`src/rtl/counter_arbiter.sv`:
```
// counter_arbiter: round-robin front end for a shared saturating up/down counter.
// Grants one requester at a time, pre-checks the command for overflow/underflow,
// drives the counter for a single cycle, then verifies the result and responds.
module counter_arbiter #(
  parameter int unsigned N_REQ = 4,
  parameter int unsigned WIDTH = 8
) (
  input  logic                   clk,
  input  logic                   reset,
  input  logic [N_REQ-1:0]       req,
  input  logic [N_REQ-1:0]       req_dir,
  input  logic [N_REQ*WIDTH-1:0] req_amount,
  output logic [N_REQ-1:0]       grant,
  output logic [N_REQ-1:0]       done,
  output logic [N_REQ-1:0]       err,
  output logic                   busy,
  output logic                   fault,
  output logic                   cnt_reset,
  output logic                   cnt_increment,
  output logic                   cnt_decrement,
  output logic [WIDTH-1:0]       cnt_amount,
  input  logic [WIDTH-1:0]       cnt_count
);

  localparam int unsigned IdxW = (N_REQ > 1) ? $clog2(N_REQ) : 1;

  typedef enum logic [1:0] {
    StIdle,
    StIssue,
    StCheck,
    StResp
  } state_e;

  state_e            state_q, state_d;
  logic [IdxW-1:0]   last_q, last_d;
  logic [IdxW-1:0]   idx_q, idx_d;
  logic              dir_q, dir_d;
  logic [WIDTH-1:0]  amt_q, amt_d;
  logic [WIDTH-1:0]  expected_q, expected_d;
  logic              ok_q, ok_d;
  logic [N_REQ-1:0]  grant_q, grant_d;
  logic              fault_q, fault_d;

  logic              win_valid;
  logic [IdxW-1:0]   win_idx;
  logic              win_dir;
  logic [WIDTH-1:0]  win_amt;
  logic [WIDTH:0]    sum;
  logic [WIDTH:0]    diff;
  logic              reject;
  logic [N_REQ-1:0]  idx_oh;

  // Round-robin search starting one past the last winner, wrapping around.
  always_comb begin
    int unsigned cand;
    cand      = 0;
    win_valid = 1'b0;
    win_idx   = '0;
    for (int unsigned i = 1; i <= N_REQ; i++) begin
      cand = (32'(last_q) + i) % N_REQ;
      if (!win_valid && req[IdxW'(cand)]) begin
        win_valid = 1'b1;
        win_idx   = IdxW'(cand);
      end
    end
  end

  // Winner's command and the pre-check; the carry/borrow bit flags out-of-range results.
  always_comb begin
    win_dir = req_dir[win_idx];
    win_amt = req_amount[win_idx*WIDTH +: WIDTH];
    sum     = {1'b0, cnt_count} + {1'b0, win_amt};
    diff    = {1'b0, cnt_count} - {1'b0, win_amt};
    reject  = win_dir ? sum[WIDTH] : diff[WIDTH];
  end

  // Next-state logic for the sequencer and its latched command.
  always_comb begin
    state_d    = state_q;
    last_d     = last_q;
    idx_d      = idx_q;
    dir_d      = dir_q;
    amt_d      = amt_q;
    expected_d = expected_q;
    ok_d       = ok_q;
    grant_d    = '0;
    fault_d    = fault_q;
    case (state_q)
      StIdle: begin
        if (win_valid) begin
          grant_d    = N_REQ'(1) << win_idx;
          idx_d      = win_idx;
          last_d     = win_idx;
          dir_d      = win_dir;
          amt_d      = win_amt;
          expected_d = win_dir ? sum[WIDTH-1:0] : diff[WIDTH-1:0];
          if (reject) begin
            ok_d    = 1'b0;
            state_d = StResp;
          end else if (win_amt == '0) begin
            // Nothing to apply; answer immediately without touching the counter.
            ok_d    = 1'b1;
            state_d = StResp;
          end else begin
            ok_d    = 1'b1;
            state_d = StIssue;
          end
        end
      end
      StIssue: begin
        state_d = StCheck;
      end
      StCheck: begin
        // Counter did not land where the pre-check predicted; still report done.
        if (cnt_count != expected_q) begin
          fault_d = 1'b1;
        end
        state_d = StResp;
      end
      StResp: begin
        state_d = StIdle;
      end
      default: begin
        state_d = StIdle;
      end
    endcase
  end

  // State registers with synchronous active-low reset.
  always_ff @(posedge clk) begin
    if (!reset) begin
      state_q    <= StIdle;
      last_q     <= IdxW'(N_REQ - 1);
      idx_q      <= '0;
      dir_q      <= 1'b0;
      amt_q      <= '0;
      expected_q <= '0;
      ok_q       <= 1'b0;
      grant_q    <= '0;
      fault_q    <= 1'b0;
    end else begin
      state_q    <= state_d;
      last_q     <= last_d;
      idx_q      <= idx_d;
      dir_q      <= dir_d;
      amt_q      <= amt_d;
      expected_q <= expected_d;
      ok_q       <= ok_d;
      grant_q    <= grant_d;
      fault_q    <= fault_d;
    end
  end

  // Output decode; counter command is only non-zero while issuing.
  always_comb begin
    idx_oh        = N_REQ'(1) << idx_q;
    grant         = grant_q;
    busy          = (state_q != StIdle);
    fault         = fault_q;
    cnt_reset     = ~reset;
    cnt_increment = 1'b0;
    cnt_decrement = 1'b0;
    cnt_amount    = '0;
    done          = '0;
    err           = '0;
    if (state_q == StIssue) begin
      cnt_increment = dir_q;
      cnt_decrement = ~dir_q;
      cnt_amount    = amt_q;
    end
    if (state_q == StResp) begin
      if (ok_q) begin
        done = idx_oh;
      end else begin
        err = idx_oh;
      end
    end
  end

endmodule

```
`config.mk`:
```
export PLATFORM = sky130hd
export DESIGN_NAME = counter_arbiter
export DESIGN_NICKNAME = d
export VERILOG_FILES = /design/src/rtl/counter_arbiter.sv
export SDC_FILE = /design/constraint.sdc
export NUM_CORES = 1
export LEC_CHECK = 0
export CAP_MARGIN = 30
export CORE_MARGIN = 8
export CORE_UTILIZATION = 45
export DETAILED_ROUTE_END_ITERATION = 8
export PLACE_DENSITY_LB_ADDON = 0.15
export REMOVE_ABC_BUFFERS = 1
export SKIP_CTS_REPAIR_TIMING = 1
export SLEW_MARGIN = 10
export SYNTH_ARGS = -nofsm -noshare
export SYNTH_HDL_FRONTEND = slang
export SYNTH_SLANG_ARGS = --single-unit
```
`constraint.sdc`:
```
create_clock -name clk -period 4.7 [get_ports clk]
set_input_delay 0.94 -clock clk [delete_from_list [all_inputs] [get_ports clk]]
set_output_delay 0.94 -clock clk [all_outputs]
set_load 0.01 [all_outputs]
```
==> results, run 1 <==
- The combinational cell fraction of total power is 59.6%.
- Across every metal layer, demand over resource in global routing totals 17.72%.
- The number of distinct standard cells referenced by the synthesized netlist is 44.
- The tightest min-delay check is of the reg2reg type.
- The worst path arrival time is 4450 ps.
- The number of ports placed on the die boundary is 75.
- The maximum clock insertion buffer count is 2.
- The post-layout net count is 450.
- STA classifies the critical path endpoint as a flop.
- The largest fanout of any net on the critical path is 12.
- Of the cells placed in the final design, the portion with a size suffix greater than 1 is 6.101%.
- The run finished with clean final reports.
- The first global-routing pass estimated 10.76 mm of wire.
- The final setup TNS is 0 ps.
- The cell depth of the worst min-delay path is 2.
- The count of final hold-check violations was 0.
- The count of mapped cells out of synthesis is 296.
- The number of placed instances with taps included is 439.
- For this run, the slowest stage of the critical path takes 570 ps.
- The largest individual stage delay along the critical path comes from the cell clkdlybuf4s50_1.
- The worst setup path is of the in2reg kind.
- Before CTS, the worst setup slack after placement is 122.5 ps.
- The transition time at the pin with the least slew margin is 656.6 ps.
- The top cell types in the final layout, fill and taps aside, are clkdlybuf4s50_1 (74), nand2_1 (36), mux2i_1 (31).
- The last weighted congestion value of the routability-driven placer is 0.9033.
- For this run the aggregate overflow at the end of global routing stands at 0.
- The routed via count is 2336.
- The clock sink total is 29.
- The height of the die is 88.53 um.
- Yosys mapped a number of flops with a built-in enable equal to 0.
- The library cell with the largest summed area after synthesis is dfxtp_1.
- The placed instances occupy a cell area of 3231 um^2.
- Clock latency on the worst-skew pair, taken at its later pin, is 280 ps.
- The remaining antenna violation count is 0.
- The hold path startpoint is amt_q[7].
- Of the total power, registers draw 24.0%.
- The most common cell after layout, fill and taps aside is clkdlybuf4s50_1.
- The detailed-router iteration count before antenna repair is 4.
- Dividing total power by cell area gives a power density of 493.7 nW/um^2.
- The number of clock buffers added by TritonCTS is 5.
- The DRC marker count from the first detailed-route iteration is 149.
- The antenna cell count is 0.
- The static leakage is 1.427 nW.
- The endpoint required time on the critical path is 4870 ps.
- The capture instance of the worst register-to-register path is expected_q[7].
- The worst-case clock skew is 2.619 ps.
- The most used flip-flop cell after synthesis is dfxtp_1.
- The worst register-to-register path begins at last_q[0].
- The H-tree was split into 2 levels.
- The floorplan has 26 rows.
- The average wire per cell in the routed design is 15.24 um.
- The post-synthesis async set-or-reset flop share is 0%.
- The core region is 5107 um^2.
- The clock input transition at the sequential cells of the worst setup and hold paths is 70 ps.
- The maximum number of pins on one net before global-route repair is 28.
- Yosys attributes the largest share of cell area to dfxtp_1 (25%), mux2i_1 (13%), ha_1 (12%).
- The die is 88.53 um wide.
- The post-synthesis average cell area is 7.998 um^2.
- The switching power share of the total is 41.71%.
- The starting utilization of the core area is 46.35%.
- The area growth from synthesis to layout is 41.38%.
- The tightest slew margin relative to the limit is 56.12%.
- The maximum vdd drop is 0.0002583 V.
- The path depth of the worst reg2reg path is 12.
- The filler-free cell count of the finished design is 447.
- The die area is 7838 um^2.
- Traced cell by cell, the critical path runs through clkdlybuf4s50_1 -> nand2b_1 -> a21oi_1 -> a211o_1 -> mux2i_1 -> ha_1 -> a211o_1 -> a31o_2 -> a211oi_1 -> nor2_1 -> mux2i_1 -> xor2_1 -> o21ai_1.
- The share of Yosys cell area claimed by the top area cell type is 24.52%.
- After synthesis, flip-flops and latches occupy 24.52% of the total area.
- TritonCTS built the clock tree.
- The number of buffers added on ports is 74.
- Dividing the detail-routed via count by the number of cells gives 5.226.
- STA classifies the critical path startpoint as an input pin.
- The minimum period implied by the final worst setup slack is 4284 ps.
- Synthesis inferred 29 register bits.
- The count of pins over their slew limit is 0.
- The overall routed net length is 6.813 mm.
- The highest achievable clock rate is 233.4 MHz.
- The number of antenna violations at the first check in global routing came to 0.
- The part of the cycle the worst path needs is 91.14%.
- The HPWL after detailed placement is 5.515 mm.
- The internal power of the cells totals 0.9633 mW.
- The max-cap check violation count is 0.
- In the routed design, unresolved DRC markers number 0.
- The total number of yosys warnings is 0.
- Setup violations remaining at the end of the flow were counted as 0.
- The net switching power is 0.6892 mW.
- The synthesized netlist occupies a cell area of 2367 um^2.
- The CTS root buffer is clkbuf_8.
- The via count of the first global-routing pass is 2190.
- The worst hold path endpoint is amt_q[7].
- The slack of the worst reg-to-reg path is 1200 ps.
- The worst path meets setup with 416.4 ps of slack.
- The final cell area excluding filler cells is 3347 um^2.
- Setup repair after global routing left no endpoint under its margin.
- Of the total power, the clock network draws 16.4%.
==> routing by layer <==
layer / wire (um) / global-route usage, % / vias up / part of all wire [%]
met5: 0 / 0 / - / 0
met4: 51 / 3.994 / 0 / 0.75
met3: 495 / 4.178 / 6 / 7.3
met2: 3509 / 32.32 / 67 / 52
met1: 2757 / 20.19 / 1078 / 40
li1: - / - / 1185 / -
==> logic make-up after synthesis <==
family          after synthesis  synth area share [%]
flops                        29                 24.52
xor+xnor                     13                 4.810
compound gates               62                 16.60
fa+ha+maj                    24                 13.32
mux                          33                 14.53
simple gates                106                 21.30
buf+inv                      29                 4.915
==> power groups by stage <==
stage	clock (mW)	combinational (mW)	sequential, mW
final	0.271	0.985	0.397
after global routing	0.287	1.09	0.409
after CTS	0.274	0.992	0.397
after detailed placement	0	0.985	0.402
after global placement	0	0.970	0.399
after floorplan	0	0.658	0.391
==> worst max-delay path, delay by kind of cell <==
kind	cells	cell delay [ps]
adders and majority gates	1	430
xor gates and xnor gates	1	190
AOI/OAI and AO/OA	6	1450
buffers and inverters	1	570
and+or+nand+nor	2	150
muxes	2	720
==> flip-flops by register name (all words and copies together) (netlist names) <==
signal      flops
last_q          2
ok_q            1
fault           1
idx_q           2
grant           4
amt_q           8
state_q         2
dir_q           1
expected_q      8
==> synthesized netlist by cell type (2+ instances only) <==
master	count
a2111o_1	2
a211o_1	3
a211oi_1	3
a21o_1	2
a21oi_1	27
a31oi_1	2
and2_1	9
buf_2	3
clkbuf_1	6
dfxtp_1	29
fa_1	2
ha_1	22
inv_1	18
mux2i_1	31
nand2_1	36
nand2b_1	8
nand3_1	5
nor2_1	26
nor2b_1	4
nor3_1	6
nor4_1	4
o211ai_1	2
o21a_1	2
o21ai_0	9
o21ai_1	4
or3_1	2
xnor2_1	3
xor2_1	10
==> cell type report <==
type	instances	area [um^2]
sequential	29	580.6
timing repair buffer	83	820.8
tap	70	87.58
multi-input combinational	238	1670
clock inverter	1	30.03
clock buffer	7	86.33
inverter	19	71.32
fill	449	1760
==> through the flow <==
stage / util [%] / total power [mW] / hold slack [ps]
after global placement: 63.25 / 1.368 / 439.4
after floorplan: - / 1.049 / 431.7
final: 65.53 / 1.653 / 449.9
after detailed placement: 63.25 / 1.387 / 443.7
after CTS: 65.53 / 1.663 / 452.9
after global routing: 65.53 / 1.786 / 467.4
==> how the worst max path moves through the flow <==
stage | cells past startpoint | start | end
after global routing | 15 | req[1] | expected_q[6]
final | 13 | req[1] | expected_q[7]
after global placement | 13 | req[1] | expected_q[7]
after CTS | 13 | req[1] | expected_q[7]
after floorplan | 14 | req[0] | expected_q[6]
after detailed placement | 13 | req[1] | expected_q[7]
(Power assumes the default switching activity.)
==> inputs of run 2 (changes only) <==
--- a/config.mk
+++ b/config.mk
@@ -6,11 +6,12 @@
 export NUM_CORES = 1
 export LEC_CHECK = 0
 export CAP_MARGIN = 30
-export CORE_MARGIN = 8
+export CORE_MARGIN = 2
 export CORE_UTILIZATION = 45
 export DETAILED_ROUTE_END_ITERATION = 8
 export PLACE_DENSITY_LB_ADDON = 0.15
 export REMOVE_ABC_BUFFERS = 1
+export SETUP_SLACK_MARGIN = 0.05
 export SKIP_CTS_REPAIR_TIMING = 1
 export SLEW_MARGIN = 10
 export SYNTH_ARGS = -nofsm -noshare
==> run 2 against run 1 <==
Combinational power is 0.8% lower. Hold slack worse by 1.4 ps. Total power is 4.2% lower. Critical path depth is 1 higher. Wire length is 5.6% lower. Via count is 0.26% higher. Maximum frequency is 1.5% lower.
==> results, run 2 (same netlist as run 1, synthesis figures left out) <==
- The final setup TNS came to 0 ps (unchanged).
- On the critical path the largest part of the delay comes from compound AO/OA/AOI/OAI gates.
- The critical path launch point is req[1].
- The most common cell after layout, fill and taps aside is clkdlybuf4s50_1.
- The worst-case clock skew is 7.083 ps (+4.463 ps).
- The logic depth of the worst setup path including buffers is 14 (+1).
- The DRC marker count from the first detailed-route iteration was 68 (-54%).
- The average wire per cell in the routed design is 14.39 um (-5.6%).
- The top cell types in the final layout, fill and taps aside, are clkdlybuf4s50_1 (74), nand2_1 (36), mux2i_1 (31).
- The critical register-to-register path startpoint is last_q[0].
- The pre-CTS setup slack came to 93.19 ps (-29.29 ps).
- The static leakage is 1.414 nW (-0.92%).
- The first-pass GRT wire length is 10.88 mm (+1.1%).
- The capture instance of the worst register-to-register path is expected_q[7].
- The HPWL after detailed placement is 5.013 mm (-9.1%).
- The tightest slew margin relative to the limit came to 54.21% (-1.9 points).
- The total setup violations reported at the end of the flow is 0 (unchanged).
- The global-route usage over all layers is 23.04% (+5.3 points).
- The clock sink total is 29 (unchanged).
- The starting utilization of the core area is 46.35% (unchanged).
- The count of pins over their slew limit is 0 (unchanged).
- The max-cap check violation count was 0 (unchanged).
- The fraction of layout cells with a size suffix above 1 was 6.101% (unchanged).
- The critical path is of the in2reg type.
- The later-pin clock latency in the skew report was 280 ps (about the same).
- The overall die width is 76.53 um (-14%).
- The die area is 5857 um^2 (-25%).
- The endpoint required time on the critical path is 4870 ps (about the same).
- The biggest cell delay along the critical path is 510 ps (-60 ps).
- Setup repair after global routing left no endpoint under its margin.
- The routed via count was 2342 (+0.26%).
- The antenna cell count is 0 (unchanged).
- The maximum vdd drop is 0.0002623 V (+1.5%).
- The minimum period implied by the final worst setup slack is 4347 ps (+63.15 ps).
- The count of buffer and inverter cells on the critical path came to 2 (+1).
- The detailed-router iteration count before antenna repair is 4 (unchanged).
- The power density over the cells is 477.9 nW/um^2 (-3.2%).
- The worst path arrival time is 4510 ps (+60 ps).
- The number of core rows came to 26 (unchanged).
- The path depth of the worst reg2reg path is 13 (+1).
- The number of ports placed on the die boundary is 75 (unchanged).
- The signal on the critical path passes through clkdlybuf4s50_1 -> o21a_1 -> a211oi_4 -> buf_4 -> mux2i_1 -> mux2i_1 -> ha_1 -> a211o_1 -> a31o_2 -> a211oi_1 -> nor2_1 -> mux2i_1 -> xor2_1 -> o21ai_1.
- The via count of the first global-routing pass is 2327 (+6.3%).
- Relative to the synthesized area, the layout overhead comes to 39.91%.
- The minimum setup slack in the final design came to 353.3 ps (-63.15 ps).
- The worst setup path is launched from an input pin.
- The remaining antenna violation count is 0 (unchanged).
- The maximum level of the CTS H-tree is 2 (unchanged).
- The final cell area excluding filler cells is 3312 um^2 (-1.0%).
- The filler cell count in the final layout is 465 (+3.6%).
- The clock buffer count from CTS is 5 (unchanged).
- The placement-stage cell area is 3226 um^2 (-0.16%).
- The post-layout net count was 451 (+0.22%).
- The post-layout utilization of the core is 64.85% (-0.69 points).
- The tightest min-delay check is of the reg2reg type.
- The maximum clock insertion buffer count is 2 (unchanged).
- The cell sitting at the root of the clock tree is a clkbuf_8.
- The largest fanout of any net on the critical path is 10 (-2).
- In this run the worst setup path terminates at expected_q[7].
- The maximum number of pins on one net before global-route repair was 28 (unchanged).
- The library cell appearing most often on the critical path is mux2i_1.
- The slowest stage of the critical path is the a211oi_4 cell.
- The capturing element type of the critical path is a flop.
- The count of final hold-check violations was 0 (unchanged).
- The transition time at the pin with the least slew margin is 685.2 ps (+28.65 ps).
- The sum of overflow across all layers after global routing is 0 (unchanged).
- TritonCTS built the clock tree.
- The flow ran to the end, and the final reports show no timing, DRC or antenna violations.
- The clock input transition at the sequential cells of the worst setup and hold paths came to 60 ps (about the same).
- The slack of the worst reg-to-reg path is 1200 ps (about the same).
- The number of antenna violations at the first check in global routing is 0 (unchanged).
- The routed via count divided by cell count is 5.239 (+0.26%).
- The highest achievable clock rate is 230.1 MHz (-1.5%).
- The overall routed net length is 6.432 mm (-5.6%).
- The height of the die is 76.53 um (-14%).
- The area of the core region was 5107 um^2 (unchanged).
- The part of the cycle the worst path needs is 92.48% (+1.3 points).
- The number of design rule violations left after detail routing is 0 (unchanged).
- The number of buffers added on ports is 74 (unchanged).
- The last weighted congestion value of the routability-driven placer was 0.8761 (-3.0%).
-- run 2: changes by cell type in the layout (fill, tap and decap cells not counted) --
cell       before  now
buf_12          1    0
buf_4           8   10
bufinv_16       1    0
-- run 2: worst min-delay path by stage --
| stage | depth (start not counted) | slack, ps | from | to |
|---|---|---|---|---|
| floorplan | 2 | 430 | amt_q[0] | amt_q[0] |
| global placement | 2 | 440 | amt_q[4] | amt_q[4] |
| detailed placement | 2 | 440 | amt_q[4] | amt_q[4] |
| CTS | 2 | 450 | amt_q[2] | amt_q[2] |
| global route | 2 | 470 | amt_q[5] | amt_q[5] |
| finish | 2 | 450 | amt_q[2] | amt_q[2] |
-- run 2: layout make-up --
type,count,area [um^2],area share (%)
inverter,19,71.32,2.153
timing repair buffer,84,815.8,24.63
multi-input combinational,238,1670,50.43
sequential,29,580.6,17.53
clock buffer,7,86.33,2.607
tap,70,87.58,2.645
-- run 2: worst register-to-register path, stage by stage (launching register included) --
cell and delay [ps]:
dfxtp_1 340, nand2b_2 220, a211oi_4 490, buf_4 310, mux2i_1 220, mux2i_1 130, ha_1 400, a211o_1 280
a31o_2 220, a211oi_1 230, nor2_1 80, mux2i_1 180, xor2_1 190, o21ai_1 80
-- run 2: through the flow --
step                instances  hold slack (ps)  total power, mW
floorplan                 286            431.7            1.049
global placement          440            441.1            1.352
detailed placement        440            443.1            1.371
CTS                       447            451.0            1.587
global route              447            469.7            1.717
finish                    447            448.4            1.583
-- run 2: per-layer routing --
| metal | GRT usage, % | wire length, um | up-vias | part of all wire [%] |
|---|---|---|---|---|
| li1 | - | - | 1174 | - |
| met1 | 28.53 | 2833 | 1102 | 44 |
| met2 | 40.80 | 3268 | 57 | 51 |
| met3 | 4.739 | 259 | 9 | 4.0 |
| met4 | 5.636 | 70 | 0 | 1.1 |
| met5 | 0 | 0 | - | 0 |
-- run 2: report_power, final --
group	switching, mW	total, mW	internal, mW
clock	0.0944	0.210	0.116
sequential	0.0594	0.395	0.336
combinational	0.527	0.977	0.450
